$ cat src/rtl/angle_pkg.sv
// Shared definitions for the angle tracker: 2Q13 angle constants, the angle
// type and the processing FSM states.
package angle_pkg;

    localparam int PI_Q13     = 25736;
    localparam int TWO_PI_Q13 = 51472;

    typedef logic signed [15:0] angle_t;

    typedef enum logic [1:0] {
        WAIT,
        DIFF,
        UPDATE,
        EMIT
    } state_e;

endpackage

$ cat src/rtl/angle_wrap.sv
// Combinational wrap of a 17-bit signed 2Q13 angle back into [-PI, PI]
// by a single +/- TWO_PI correction.
module angle_wrap
    import angle_pkg::*;
(
    input  logic signed [16:0] in_val,
    output logic signed [16:0] out_val
);

    localparam logic signed [16:0] PI17     = 17'(PI_Q13);
    localparam logic signed [16:0] TWO_PI17 = 17'(TWO_PI_Q13);

    // NOTE: out_val gets a default first so no path through the block can infer a latch.
    always_comb begin
        out_val = in_val;
        if (in_val > PI17) begin
            out_val = in_val - TWO_PI17;
        end else if (in_val < -PI17) begin
            out_val = in_val + TWO_PI17;
        end
    end

endmodule

$ cat src/rtl/angle_tracker.sv
// Wrap-aware exponential smoother with lock detection for CORDIC phase angles.
// Optional idle timeout that discards the estimate: define ANGLE_TRACKER_TIMEOUT_EN.
module angle_tracker
    import angle_pkg::*;
#(
    parameter int ALPHA_SHIFT    = 3,
    parameter int LOCK_THRESH    = 1024,
    parameter int LOCK_COUNT     = 4,
    parameter int TIMEOUT_CYCLES = 50_000_000
) (
    input  logic               clk_in,
    input  logic               rst_n_in,
    input  logic signed [15:0] s_angle_tdata,
    input  logic               s_angle_tvalid,
    output logic               s_angle_tready,
    output logic signed [15:0] m_angle_tdata,
    output logic               m_angle_tvalid,
    input  logic               m_angle_tready,
    output logic               locked_out
);

    localparam int LCW = $clog2(LOCK_COUNT + 1);

    state_e            state_q, state_d;
    angle_t            sample_q, sample_d;
    angle_t            est_q, est_d;
    logic signed [16:0] diff_q, diff_d;
    logic              have_est_q, have_est_d;
    logic [LCW-1:0]    lock_cnt_q, lock_cnt_d;
    logic              locked_q, locked_d;
    logic              s_ready_q, s_ready_d;
    logic              m_valid_q, m_valid_d;

    logic               accept;
    logic               tmo_hit;
    logic signed [16:0] diff_raw, diff_w, step, diff_abs, sum_raw, sum_w;

    assign accept   = s_ready_q && s_angle_tvalid;
    assign diff_raw = {sample_q[15], sample_q} - {est_q[15], est_q};
    assign step     = diff_q >>> ALPHA_SHIFT;
    assign diff_abs = diff_q[16] ? -diff_q : diff_q;
    assign sum_raw  = {est_q[15], est_q} + step;

    angle_wrap u_wrap_diff (.in_val(diff_raw), .out_val(diff_w));
    angle_wrap u_wrap_sum  (.in_val(sum_raw),  .out_val(sum_w));

`ifdef ANGLE_TRACKER_TIMEOUT_EN
    localparam int TW = $clog2(TIMEOUT_CYCLES + 1);
    logic [TW-1:0] tmo_cnt_q, tmo_cnt_d;

    // An accept on the same edge as expiry wins: the counter just clears.
    always_comb begin
        tmo_cnt_d = tmo_cnt_q;
        tmo_hit   = 1'b0;
        if (accept) begin
            tmo_cnt_d = '0;
        end else if (state_q == WAIT && have_est_q) begin
            if (tmo_cnt_q == TW'(TIMEOUT_CYCLES - 1)) begin
                tmo_hit   = 1'b1;
                tmo_cnt_d = '0;
            end else begin
                tmo_cnt_d = tmo_cnt_q + TW'(1);
            end
        end
    end

    always_ff @(posedge clk_in or negedge rst_n_in) begin
        if (!rst_n_in) tmo_cnt_q <= '0;
        else           tmo_cnt_q <= tmo_cnt_d;
    end
`else
    assign tmo_hit = 1'b0;
`endif

    always_comb begin
        state_d    = state_q;
        sample_d   = sample_q;
        est_d      = est_q;
        diff_d     = diff_q;
        have_est_d = have_est_q;
        lock_cnt_d = lock_cnt_q;
        s_ready_d  = s_ready_q;
        m_valid_d  = m_valid_q;
        case (state_q)
            WAIT: begin
                s_ready_d = 1'b1;
                if (accept) begin
                    sample_d  = s_angle_tdata;
                    s_ready_d = 1'b0;
                    state_d   = DIFF;
                end else if (tmo_hit) begin
                    have_est_d = 1'b0;
                    lock_cnt_d = '0;
                end
            end
            DIFF: begin
                diff_d  = diff_w;
                state_d = UPDATE;
            end
            UPDATE: begin
                if (!have_est_q) begin
                    est_d      = sample_q;
                    lock_cnt_d = '0;
                    have_est_d = 1'b1;
                end else begin
                    est_d = angle_t'(sum_w);
                    if (diff_abs <= 17'(LOCK_THRESH)) begin
                        if (lock_cnt_q != LCW'(LOCK_COUNT)) lock_cnt_d = lock_cnt_q + LCW'(1);
                    end else begin
                        lock_cnt_d = '0;
                    end
                end
                m_valid_d = 1'b1;
                state_d   = EMIT;
            end
            EMIT: begin
                if (m_angle_tready) begin
                    m_valid_d = 1'b0;
                    s_ready_d = 1'b1;
                    state_d   = WAIT;
                end
            end
            default: state_d = WAIT;
        endcase
        locked_d = (lock_cnt_d == LCW'(LOCK_COUNT));
    end

    // NOTE: sequential state uses non-blocking assignments only; every register, including the estimate, has an async reset value.
    always_ff @(posedge clk_in or negedge rst_n_in) begin
        if (!rst_n_in) begin
            state_q    <= WAIT;
            sample_q   <= '0;
            est_q      <= '0;
            diff_q     <= '0;
            have_est_q <= 1'b0;
            lock_cnt_q <= '0;
            locked_q   <= 1'b0;
            s_ready_q  <= 1'b0;
            m_valid_q  <= 1'b0;
        end else begin
            state_q    <= state_d;
            sample_q   <= sample_d;
            est_q      <= est_d;
            diff_q     <= diff_d;
            have_est_q <= have_est_d;
            lock_cnt_q <= lock_cnt_d;
            locked_q   <= locked_d;
            s_ready_q  <= s_ready_d;
            m_valid_q  <= m_valid_d;
        end
    end

    assign s_angle_tready = s_ready_q;
    assign m_angle_tvalid = m_valid_q;
    assign m_angle_tdata  = est_q;
    assign locked_out     = locked_q;

endmodule

$ cat config.mk
export PLATFORM = sky130hd
export DESIGN_NAME = angle_tracker
export DESIGN_NICKNAME = d
export VERILOG_FILES = /design/src/rtl/angle_pkg.sv /design/src/rtl/angle_wrap.sv /design/src/rtl/angle_tracker.sv
export SDC_FILE = /design/constraint.sdc
export NUM_CORES = 1
export LEC_CHECK = 0
export ABC_AREA = 0
export BUFFER_PORTS_ARGS = -buffer_cell sky130_fd_sc_hd__clkbuf_2
export CELL_PAD_IN_SITES_DETAIL_PLACEMENT = 1
export CELL_PAD_IN_SITES_GLOBAL_PLACEMENT = 1
export CORE_UTILIZATION = 47
export DETAILED_ROUTE_END_ITERATION = 6
export GPL_TIMING_DRIVEN = 0
export PLACE_DENSITY_LB_ADDON = 0.1
export SLEW_MARGIN = 20
export SYNTH_ARGS = -nofsm -noshare
export SYNTH_HDL_FRONTEND = slang
export SYNTH_SLANG_ARGS = --single-unit
export TNS_END_PERCENT = 10
$ cat constraint.sdc
create_clock -name clk_in -period 4.67 [get_ports clk_in]
set_input_delay 0.934 -clock clk_in [delete_from_list [all_inputs] [get_ports clk_in]]
set_output_delay 0.934 -clock clk_in [all_outputs]
set_load 0.02 [all_outputs]
== Yosys cells after proc, flatten, opt, wreduce, memory -nomap -nowiden ==
Cells that the tools add are included.
Storage, ports and cells
  register bits after elaboration: 58
  bits of input ports: 20
  word-level logic and storage cells: 55
  output and inout bits: 19
Operators by class
  $lt $le $gt $ge: 5
  multiplexer cells: 18
  equality and inequality tests: 7
  reductions and logical operators: 8
  add/subtract/negate cells: 8
Operators with widths (count)
  2-to-1 mux 17 bit: 3
  2-to-1 mux 16 bit: 3
  > comparator 17 x 16 -> 1 bit (second input constant): 2
  < comparator 17 x 16 -> 1 bit (second input constant): 2
  adder 16 x 14 -> 17 bit: 1
  adder 17 bit (second input constant): 1
  <= comparator 17 x 12 -> 1 bit (second input constant): 1
  negator 17 bit: 1
  subtractor 16 x 16 -> 17 bit: 1
  subtractor 17 bit (second input constant): 1
  adder 16 x 15 -> 16 bit (second input constant): 1
  subtractor 16 x 15 -> 16 bit (second input constant): 1
  2-to-1 mux 3 bit: 4
  case mux 2 bit (4 select lines): 1
  AND reduction 2 bit: 4
  == test 2 bit (second input constant): 2
  2-to-1 mux 2 bit: 2
  != test 2 bit (second input constant): 2
  case mux 1 bit (2 select lines): 2
  nonzero test 2 bit: 2
  adder 3 x 1 -> 3 bit (second input constant): 1
  == test 3 bit (second input constant): 1
  2-to-1 mux 1 bit: 3
  != test 3 bit (second input constant): 1
  3 further kinds: 3

== Depth between registers and ports, before layout ==
  depth in word-level cells: 7
  depth in mapped cells: 17
  gate-level depth less buffers: 16

== Cells and area by module ==
From an unflattened synthesis, not the netlist that was laid out.
Unflattened totals
  cell total of the unflattened synthesis: 680
  area total of the unflattened synthesis: 5826.8 µm²
By module, submodules not included
  angle_tracker: times used 1, area an instance 4393.0 µm², sequential area each 1451.4 µm², cells each 470
  angle_wrap: times used 2, area an instance 716.9 µm², sequential area each 0.0 µm², cells each 105

== Worst setup path before layout ==
No wires, ideal clock.
  path kind: register to register
  start point: register est_q[0] (netlist: m_angle_tdata[0])
  end point: register diff_q[8]
  cell stages (with the launch flop): 14
  arrival: 3.587 ns
  required time: 4.539 ns
  path buffers: 1
  setup slack: 0.952 ns
  cells stage by stage: dfrtp_1 -> ha_1 -> fa_1 -> nand2b_1 -> a2111o_1 -> a2111oi_4 -> a21bo_2 -> a31oi_2 -> xnor2_1 -> o31a_2 -> buf_4 -> o2111ai_1 -> a2bb2oi_1 -> nand3_1
Between the ends
  cells in the longest elaborated chain, start to end: 4
  elaborated cells between the ends (all ways): 7
  those cells by class: add/sub: 3; order compare: 2; mux: 2
RTL lines
  start, declared: RTL line angle_tracker.sv:26  | angle_t est_q, est_d;
  start signal, assigned: RTL line angle_tracker.sv:143  | est_q <= est_d;
  subtractor 16 x 16 -> 17 bit *: RTL line angle_tracker.sv:39  | assign diff_raw = {sample_q[15], sample_q} - {est_q[15], est_q};
  adder 17 bit / < comparator 17 x 16 -> 1 bit (equally long branches): RTL line angle_wrap.sv:19, angle_wrap.sv:18
  2-to-1 mux 17 bit: RTL line angle_wrap.sv:18  | end else if (in_val < -PI17) begin
  2-to-1 mux 17 bit *: RTL line angle_wrap.sv:16  | if (in_val > PI17) begin
  end signal, assigned: RTL line angle_tracker.sv:144  | diff_q <= diff_d;
  end, declared: RTL line angle_tracker.sv:27  | logic signed [16:0] diff_q, diff_d;
Every way passes the cells marked *; elsewhere a longest branch is shown, timed or not.
A chain may end at the register's enable or synchronous reset.

== Worst setup path after layout ==
  start point: register est_q[0] (netlist: m_angle_tdata[0])
  end point: register diff_q[11]
Same word-level chain as after synthesis.

==> results_dict.tcl <==
set metrics [dict create \
    cts_root_buf "clkbuf_16" \
    synth-seq-cells 58 \
    grt-ovfl-total 0 \
    slew_viol_final 0 \
    vias 6206 \
    rrSetupSlack_ns 0.37 \
    n_antenna_cell 0 \
    synth_cells 733 \
    grt_max_degree 47 \
    fin_nets 850 \
    syn2layout_area_growth_pct 12.6 \
    synth_edf_count 0 \
    antenna_found_initial 0 \
    met3_usage 0.0722 \
    skew_ns 0.0120 \
    antenna_left 0 \
    grt_pass1_wl_um 34200 \
    synthTopCellsByArea "dfrtp_1 24%, ha_1 9.3%, mux2_2 3.9%, o21ai_0 3.5%, nor2_1 3.3%" \
    dp_hpwl_um 16100 \
    synthesis.area_um2 6070 \
    fin_crit_ns 4.30 \
    synthAdderAreaFrac 0.0993 \
    io_buffer_count 38 \
    holdCritPathClass "primary input to asynchronous set/reset pin" \
    layout_common_cells "58 x dfrtp_1, 54 x nor2_1, 49 x nand2_1" \
    grt_pass1_vias 6431 \
    die_h_um 116 \
    vias_per_cell 6.47 \
    routed_wl_um 21200 \
    drive_gt1_frac 0.149 \
    drc 0 \
    cts_tree "yes" \
    synth_nets 800 \
    synth_ff_type "dfrtp_1" \
    worstSetupStartpointType "flop" \
    gr-usage-all-layers 0.335 \
    postCtsHoldBufs 0 \
    routabilityCongestion 0.894 \
    top_usage_layer "met2" \
    cts_setup_buffers 0 \
    ios 39 \
    hold_viol_final 0 \
    endpoint_kind "flop" \
    htreeDepth 3 \
    fmax_mhz 233 \
    synth_top_family_by_area "compound AO/OA/AOI/OAI gates" \
    synth-simple-area-share 0.208 \
    ff2ff_path_depth 13 \
    slew_headroom 0.392 \
    drtIter0Drc 418 \
    muxShareOfSynthArea 0.0686 \
    status "finished, final reports clean" \
    wl_per_cell_um 22.1 \
    path_max_fanout 10 \
    initial_core_util 0.481 \
    critPathKind "flop to flop" \
    synth_compound_area_frac 0.296 \
    drtPass1Iterations 6 \
    die_area_um2 13400 \
    rows 41 \
    nFillCells 1584 \
    setup_violations 0 \
    cts.clk_slew.worst_paths_ns 0.06 \
    synth_xor_area_frac 0.0375 \
    yosysTopAreaCell "dfrtp_1" \
    postSynthAreaPerCell_um2 8.29 \
    coreArea_um2 12600 \
    cts_sinks 58 \
    cts_buffers 9 \
    fin_util 0.542 \
    ctsResizeCount 0 \
    tightest_slew_ns 0.905 \
    clk_latency_ns 0.35 \
    yosysWarnings 0 \
    die_x_um 116 \
    cp.required_ns 4.94 \
    timing.rr.end "diff_q[11]" \
    regToRegStartpoint "m_angle_tdata[0]" \
    rsz0062_at_grt "no" \
    synth.distinct_cells 86 \
    ctsLongestPathBuffers 2 \
    yosysSeqAreaShare 0.239 \
    final_common_cell "dfrtp_1" \
    met2_usage 0.569 \
    grt_use_met1 0.428 \
    synthArstFlopShare 1.00 \
    setup_tns_ns 0 \
    crit_arrival_ns 4.57 \
    period_share 0.920 \
    drv_cap 0 \
    synth_top_cell_area_share 0.239 \
]
## flip-flops by register name (all words and copies together), names as in the netlist
name / count
s_angle_tready: 1
locked_out: 1
have_est_q: 1
lock_cnt_q: 3
sample_q: 16
diff_q: 17
m_angle_tvalid: 1
state_q: 2
m_angle_tdata: 16
## metrics by stage
| step | setup WS (ns) | area (um2) | cells | hold WS, ns |
|---|---|---|---|---|
| CTS | 0.296 | 6840 | 959 | 0.469 |
| global route | 0.0734 | 6840 | 959 | 0.471 |
| floorplan | 0.952 | 6070 | 733 | 0.444 |
| detailed placement | 0.315 | 6510 | 944 | 0.481 |
| global placement | 0.483 | 6480 | 943 | 0.469 |
| finish | 0.374 | 6840 | 959 | 0.464 |
## cell usage after synthesis, types with 6 or more instances
cell type and number:
dfrtp_1 58, nor2_1 54, nand2_1 49, ha_1 45, inv_1 44, o21ai_0 43
nor3_1 40, a21oi_1 34, mux2_2 21, xnor2_1 21, mux2i_1 18, nand3_1 18
a21o_1 17, a31oi_1 14, clkbuf_1 14, a22oi_1 13, or3_1 12, a211oi_1 11
nor2b_1 11, o211ai_1 11, nor4_1 10, a211o_1 9, nand2b_1 9, buf_4 7
o21a_1 7, nor3b_1 6
## worst max-delay path, cell delays in order, from the launching register on
cell	delay, ns
dfrtp_1	0.44
ha_1	0.26
fa_1	0.39
nand2b_1	0.18
a2111o_1	0.49
a31oi_1	0.25
xnor2_1	0.41
o311ai_1	0.35
a211o_1	0.38
a31oi_1	0.23
buf_4	0.23
nor3_1	0.09
or3_1	0.34
a31oi_1	0.17
## worst max-delay path by stage
stage	startpoint	end	slack, ns	depth (start not counted)
2_1_floorplan	m_angle_tdata[0]	diff_q[8]	0.95	13
3_3_place_gp	m_angle_tdata[2]	diff_q[4]	0.48	15
3_5_place_dp	m_angle_tdata[1]	diff_q[7]	0.31	16
4_1_cts	m_angle_tdata[1]	diff_q[7]	0.30	16
5_1_grt	m_angle_tdata[1]	diff_q[5]	0.07	16
6_report	m_angle_tdata[0]	diff_q[11]	0.37	13
## area by class of cell
class                      instances  area (um2)  share of cell area
tap                              172         215              0.0315
inverter                          46         173              0.0253
timing repair buffer              39         220              0.0322
multi-input combinational        602        4310               0.630
buffer                            27         141              0.0207
clock buffer                      11         253              0.0370
clock inverter                     4        75.1              0.0110
sequential                        58        1450               0.212
## cell families (layout without fill, tap and decap cells)
logic type               count (synthesis)  count (layout)
multiplexers                            39              39
XOR/XNOR                                26              26
AO/OA/AOI/OAI                          243             243
AND/OR/NAND/NOR                        247             247
buffers and inverters                   73             127
flip-flops                              58              58
adder cells (fa/ha/maj)                 47              47
## per-layer routing
layer  share of wire  vias to the layer above  wire, um
met5               0                        -         0
met4           0.021                        0       435
met3           0.043                       40       905
met2            0.48                      157     10200
met1            0.45                     3125      9630
li1                -                     2884         -
Power is not shown: default switching activity piles up to over one toggle a cycle in this logic, so the estimate is an artifact.
